<file path="src/rtl/spi_fsm_controller.sv">
// Control FSM for the SPI memory slave: counts conditioned SCLK pulses, decodes the
// address/R-W byte and sequences the address latch, read load, write and MISO enable.
module spi_fsm_controller #(
  parameter int unsigned DATA_WIDTH   = 8,
  parameter int unsigned READ_LATENCY = 1
) (
  input  logic                  clk,
  input  logic                  resetN,
  input  logic                  sclkPosEdge,
  input  logic                  sclkNegEdge,
  input  logic                  csN,
  input  logic [DATA_WIDTH-1:0] shiftRegData,
  output logic                  addrWriteEnable,
  output logic                  srParallelLoad,
  output logic                  dmWriteEnable,
  output logic                  misoBufferEnable,
  output logic                  busy
);

  typedef enum logic [3:0] {
    StIdle,
    StGetAddr,
    StAddrLatch,
    StReadWait,
    StReadLoad,
    StReadOut,
    StWriteIn,
    StWriteStore,
    StDone
  } state_e;

  localparam logic [3:0] CntLast  = 4'(DATA_WIDTH - 1);
  localparam logic [3:0] WaitLast = (READ_LATENCY > 0) ? 4'(READ_LATENCY - 1) : 4'd0;

  state_e     state_q, state_d;
  logic [3:0] cnt_q, cnt_d;

  // Only the R/W bit is decoded here; the address bits go straight to the address latch.
  logic unused_sr_bits;
  assign unused_sr_bits = ^shiftRegData[DATA_WIDTH-1:1];

  always_ff @(posedge clk or negedge resetN) begin
    if (!resetN) begin
      state_q <= StIdle;
      cnt_q   <= 4'd0;
    end else begin
      state_q <= state_d;
      cnt_q   <= cnt_d;
    end
  end

  always_comb begin
    state_d = state_q;
    cnt_d   = cnt_q;
    unique case (state_q)
      StIdle: begin
        if (!csN) begin
          state_d = StGetAddr;
          cnt_d   = 4'd0;
        end
      end
      StGetAddr: begin
        if (sclkPosEdge) begin
          if (cnt_q >= CntLast) begin
            state_d = StAddrLatch;
            cnt_d   = 4'd0;
          end else begin
            cnt_d = cnt_q + 4'd1;
          end
        end
      end
      StAddrLatch: begin
        cnt_d = 4'd0;
        // Shift register updated on the 8th pulse edge, so bit 0 is valid here.
        if (shiftRegData[0]) begin
          state_d = (READ_LATENCY == 0) ? StReadLoad : StReadWait;
        end else begin
          state_d = StWriteIn;
        end
      end
      StReadWait: begin
        if (cnt_q >= WaitLast) begin
          state_d = StReadLoad;
          cnt_d   = 4'd0;
        end else begin
          cnt_d = cnt_q + 4'd1;
        end
      end
      StReadLoad: begin
        state_d = StReadOut;
        cnt_d   = 4'd0;
      end
      StReadOut: begin
        if (sclkNegEdge) begin
          if (cnt_q >= CntLast) begin
            state_d = StDone;
            cnt_d   = 4'd0;
          end else begin
            cnt_d = cnt_q + 4'd1;
          end
        end
      end
      StWriteIn: begin
        if (sclkPosEdge) begin
          if (cnt_q >= CntLast) begin
            state_d = StWriteStore;
            cnt_d   = 4'd0;
          end else begin
            cnt_d = cnt_q + 4'd1;
          end
        end
      end
      StWriteStore: begin
        state_d = StDone;
        cnt_d   = 4'd0;
      end
      StDone: begin
        if (csN) begin
          state_d = StIdle;
          cnt_d   = 4'd0;
        end
      end
      default: begin
        state_d = StIdle;
        cnt_d   = 4'd0;
      end
    endcase

    // Chip-select release aborts any transaction and overrides every other transition.
    if (state_q != StIdle && csN) begin
      state_d = StIdle;
      cnt_d   = 4'd0;
    end
  end

  assign addrWriteEnable  = (state_q == StAddrLatch);
  assign srParallelLoad   = (state_q == StReadLoad);
  assign dmWriteEnable    = (state_q == StWriteStore);
  assign misoBufferEnable = (state_q == StReadOut);
  assign busy             = (state_q != StIdle);

endmodule

</file>
<file path="config.mk">
export PLATFORM = sky130hd
export DESIGN_NAME = spi_fsm_controller
export DESIGN_NICKNAME = d
export VERILOG_FILES = /design/src/rtl/spi_fsm_controller.sv
export SDC_FILE = /design/constraint.sdc
export NUM_CORES = 1
export LEC_CHECK = 0
export CAP_MARGIN = 40
export CORE_MARGIN = 2
export CORE_UTILIZATION = 44
export CTS_CLUSTER_SIZE = 40
export DETAILED_ROUTE_END_ITERATION = 12
export PLACE_DENSITY_LB_ADDON = 0.1
export SETUP_SLACK_MARGIN = 0.05
export SYNTH_ARGS = -nofsm -noshare
export SYNTH_HDL_FRONTEND = slang
export SYNTH_SLANG_ARGS = --single-unit
</file>
<file path="constraint.sdc">
create_clock -name clk -period 2.4 [get_ports clk]
set_clock_uncertainty 0.1 [all_clocks]
set_input_delay 0.24 -clock clk [delete_from_list [all_inputs] [get_ports clk]]
set_output_delay 0.24 -clock clk [all_outputs]
set_load 0.03 [all_outputs]
</file>
==> out/metrics.yaml <==
critical_path:
  worst-setup-path-type: "flop to primary output"
  arrival_ps: 1930
  cp.required_ps: 2060
  worstPathMaxFanout: 16
  cp-start-kind: "flop"
  end_kind: "primary output"
pwr:
  powerDensity_mw_per_mm2: 1060
  leakage_nw: 0.2975
  peakVddDrop_uv: 750.5
synthesis:
  synth_nets: 77
  synthXorXnorAreaFrac: 0
  synth_top_family_by_area: "simple AND/OR/NAND/NOR gates"
  synthMuxAreaShare: 0.06508
  synth_compound_area_frac: 0.1931
  synth_fa_ha_area_frac: 0.02169
  ys_warn_count: 0
  synth-seq-cells: 8
  synthSimpleGateAreaFrac: 0.3059
  yosysSeqAreaShare: 0.3471
  netlist-cell-type-count: 31
  netlist_instances: 63
  synth_area_per_cell_um2: 9.156
  syn-cell-area_um2: 576.8
finish:
  nets: 88
  multi_input_area_um2: 337.8
  seq_area_um2: 200.2
  stdcell_count: 87
  diodes: 0
  design_area_um2: 701.9
  area.growth.synth_to_final_pct: 21.69
  drive_above_1_share: 0.1528
  filler_cell_count: 129
cts:
  cts.sink_count: 8
  ctsHoldBuffers: 0
  cts_buffer_depth: 2
  cts_root_buffer: "clkbuf_4"
  worstSkewPairLatency_ps: 250
  cts_tree: "built"
  htree_levels: 1
  clk_pin_slew_ps: 50
  cts_buffers: 3
  cts_resized: 0
  cts_setup_buffers: 0
routing:
  vias: 492
  drc: 0
  ant_nets: 0
  firstDrtPassIters: 2
  routed_wl_um: 1178
  drt-initial-drc-count: 2
  viasPerCell: 5.655
  wl_per_cell_um: 13.54
die:
  die_h_um: 40.21
  start_util: 0.4546
  core_mm2: 0.001269
  io_pins: 18
  die_area_mm2: 0.001616
  num_rows: 13
  die_x_um: 40.21
status:
  status: "finished clean"
placed_design:
  postPlaceCellArea_um2: 679.4
  finalWeightedCongestion: 0.7322
  dp.cells: 84
  io_buffers: 10
  dp_hpwl_um: 812.5
grt:
  grt_pass1_vias: 406
  grtUsageTotal: 0.1701
  overflow: 0
  grt_max_degree: 17
  antenna_found_initial: 0
  grt_pass1_wl_um: 1787
sta:
  fmax_mhz: 440.2
  setup_tns_ps: 0
  max_slew_margin: 0.7015
  setup_violations: 0
  worstMarginPinSlew_ps: 447.8
  min_period_ps: 2272
  finalCritPeriodShare: 0.9465
  drv_slew: 0
  hold_violations: 0
  rsz0062_at_grt: "false"
hold_path:
  min_path_type: "input port to async pin"
run:
  maxCapViolCount: 0
power by group:
part,switching (mW),leakage [nW],total (mW),internal [mW]
sequential,0.0912,0.108,0.260,0.169
clock,0.0427,0.0138,0.0997,0.0570
combinational,0.188,0.176,0.384,0.197
kinds of logic (layout without fill, tap and decap cells):
group / count (synthesis) / count (layout)
AND/OR/NAND/NOR: 30 / 30
AO/OA/AOI/OAI: 13 / 13
flip-flops: 8 / 8
buffers and inverters: 8 / 17
multiplexers: 3 / 3
adder cells (fa/ha/maj): 1 / 1
worst max-delay path, stage by stage (launching register included):
cell and delay, ps:
dfrtp_1 530, or4_1 550, clkdlybuf4s50_1 600
layout make-up:
class / instances / area share
inverters: 2 / 0.01070
repair buffers: 12 / 0.1640
well taps: 15 / 0.02674
flip-flops and latches: 8 / 0.2852
clock buffers: 3 / 0.03209
multi-input cells: 47 / 0.4813
Yosys cell counts:
master / number / area (um^2)
nor4_1: 2 / 12.51
nor3_1: 3 / 15.01
nand4_1: 1 / 6.260
clkbuf_1: 4 / 15.01
o22a_1: 2 / 17.52
buf_6: 1 / 11.26
ha_1: 1 / 12.51
dfrtp_1: 8 / 200.2
a211o_1: 1 / 8.760
or3_1: 1 / 6.260
and3_1: 1 / 6.260
or3b_1: 1 / 8.760
nor2_1: 6 / 22.52
mux2_2: 2 / 22.52
a21o_1: 1 / 7.510
inv_1: 2 / 7.510
mux2_4: 1 / 15.01
nand2b_1: 3 / 18.77
o31ai_1: 1 / 7.510
nor2_2: 1 / 6.260
nor4b_1: 3 / 26.28
nand4bb_1: 1 / 11.26
nand2_1: 4 / 15.01
or4_1: 1 / 7.510
nand3b_1: 1 / 7.510
a221oi_4: 1 / 26.28
nor2b_1: 1 / 6.260
o21ai_0: 5 / 25.02
a31oi_1: 1 / 6.260
a211oi_2: 1 / 12.51
buf_2: 1 / 5.000
layout by cell type (no fill, tap or decap), drive strengths merged, types with 2 or more instances in the layout:
master and count:
clkdlybuf4s50 10, dfrtp 8, nor2 7, o21ai 5, nand2 4, nand2b 3
nor3 3, nor4b 3, clkbuf 3, mux2 3, nor4 2, inv 2
o22a 2, buf 2
per-stage QoR:
step,hold WS (ps),setup WS [ps],util,power (mW)
after floorplan,-155.6,363.0,-,0.5486
after CTS,169.1,119.6,0.5533,0.7507
after global placement,356.7,279.4,0.5355,0.6428
after global routing,192.9,54.61,0.5533,0.8013
final,164.9,128.4,0.5533,0.7440
after detailed placement,365.9,273.3,0.5355,0.6467
registers in the layout (all words and copies together) (netlist names):
signal   flops
state_q      4
cnt_q        4
worst paths after layout:
check                                    endpoint  slack [ps]              startpoint  cells past startpoint
max                                          busy         130  state_q[0]$_DFFE_PN0P_                      2
min                          cnt_q[2]$_DFFE_PN0P_         160                  resetN                      1
max reg2reg                  cnt_q[2]$_DFFE_PN0P_         420  state_q[3]$_DFFE_PN0P_                      6
min reg2reg                  cnt_q[3]$_DFFE_PN0P_         370    cnt_q[3]$_DFFE_PN0P_                      2
max in group asynchronous  state_q[2]$_DFFE_PN0P_        1770                  resetN                      1
min in group clk             cnt_q[3]$_DFFE_PN0P_         370    cnt_q[3]$_DFFE_PN0P_                      2
routing by layer:
layer / up-vias / GRT usage / wire [um]
met5: - / 0 / 0
met4: 0 / 0.02500 / 0
met3: 0 / 0.06667 / 49
met2: 7 / 0.2782 / 534
met1: 237 / 0.2158 / 594
li1: 248 / - / -
(Power assumes the default switching activity.)
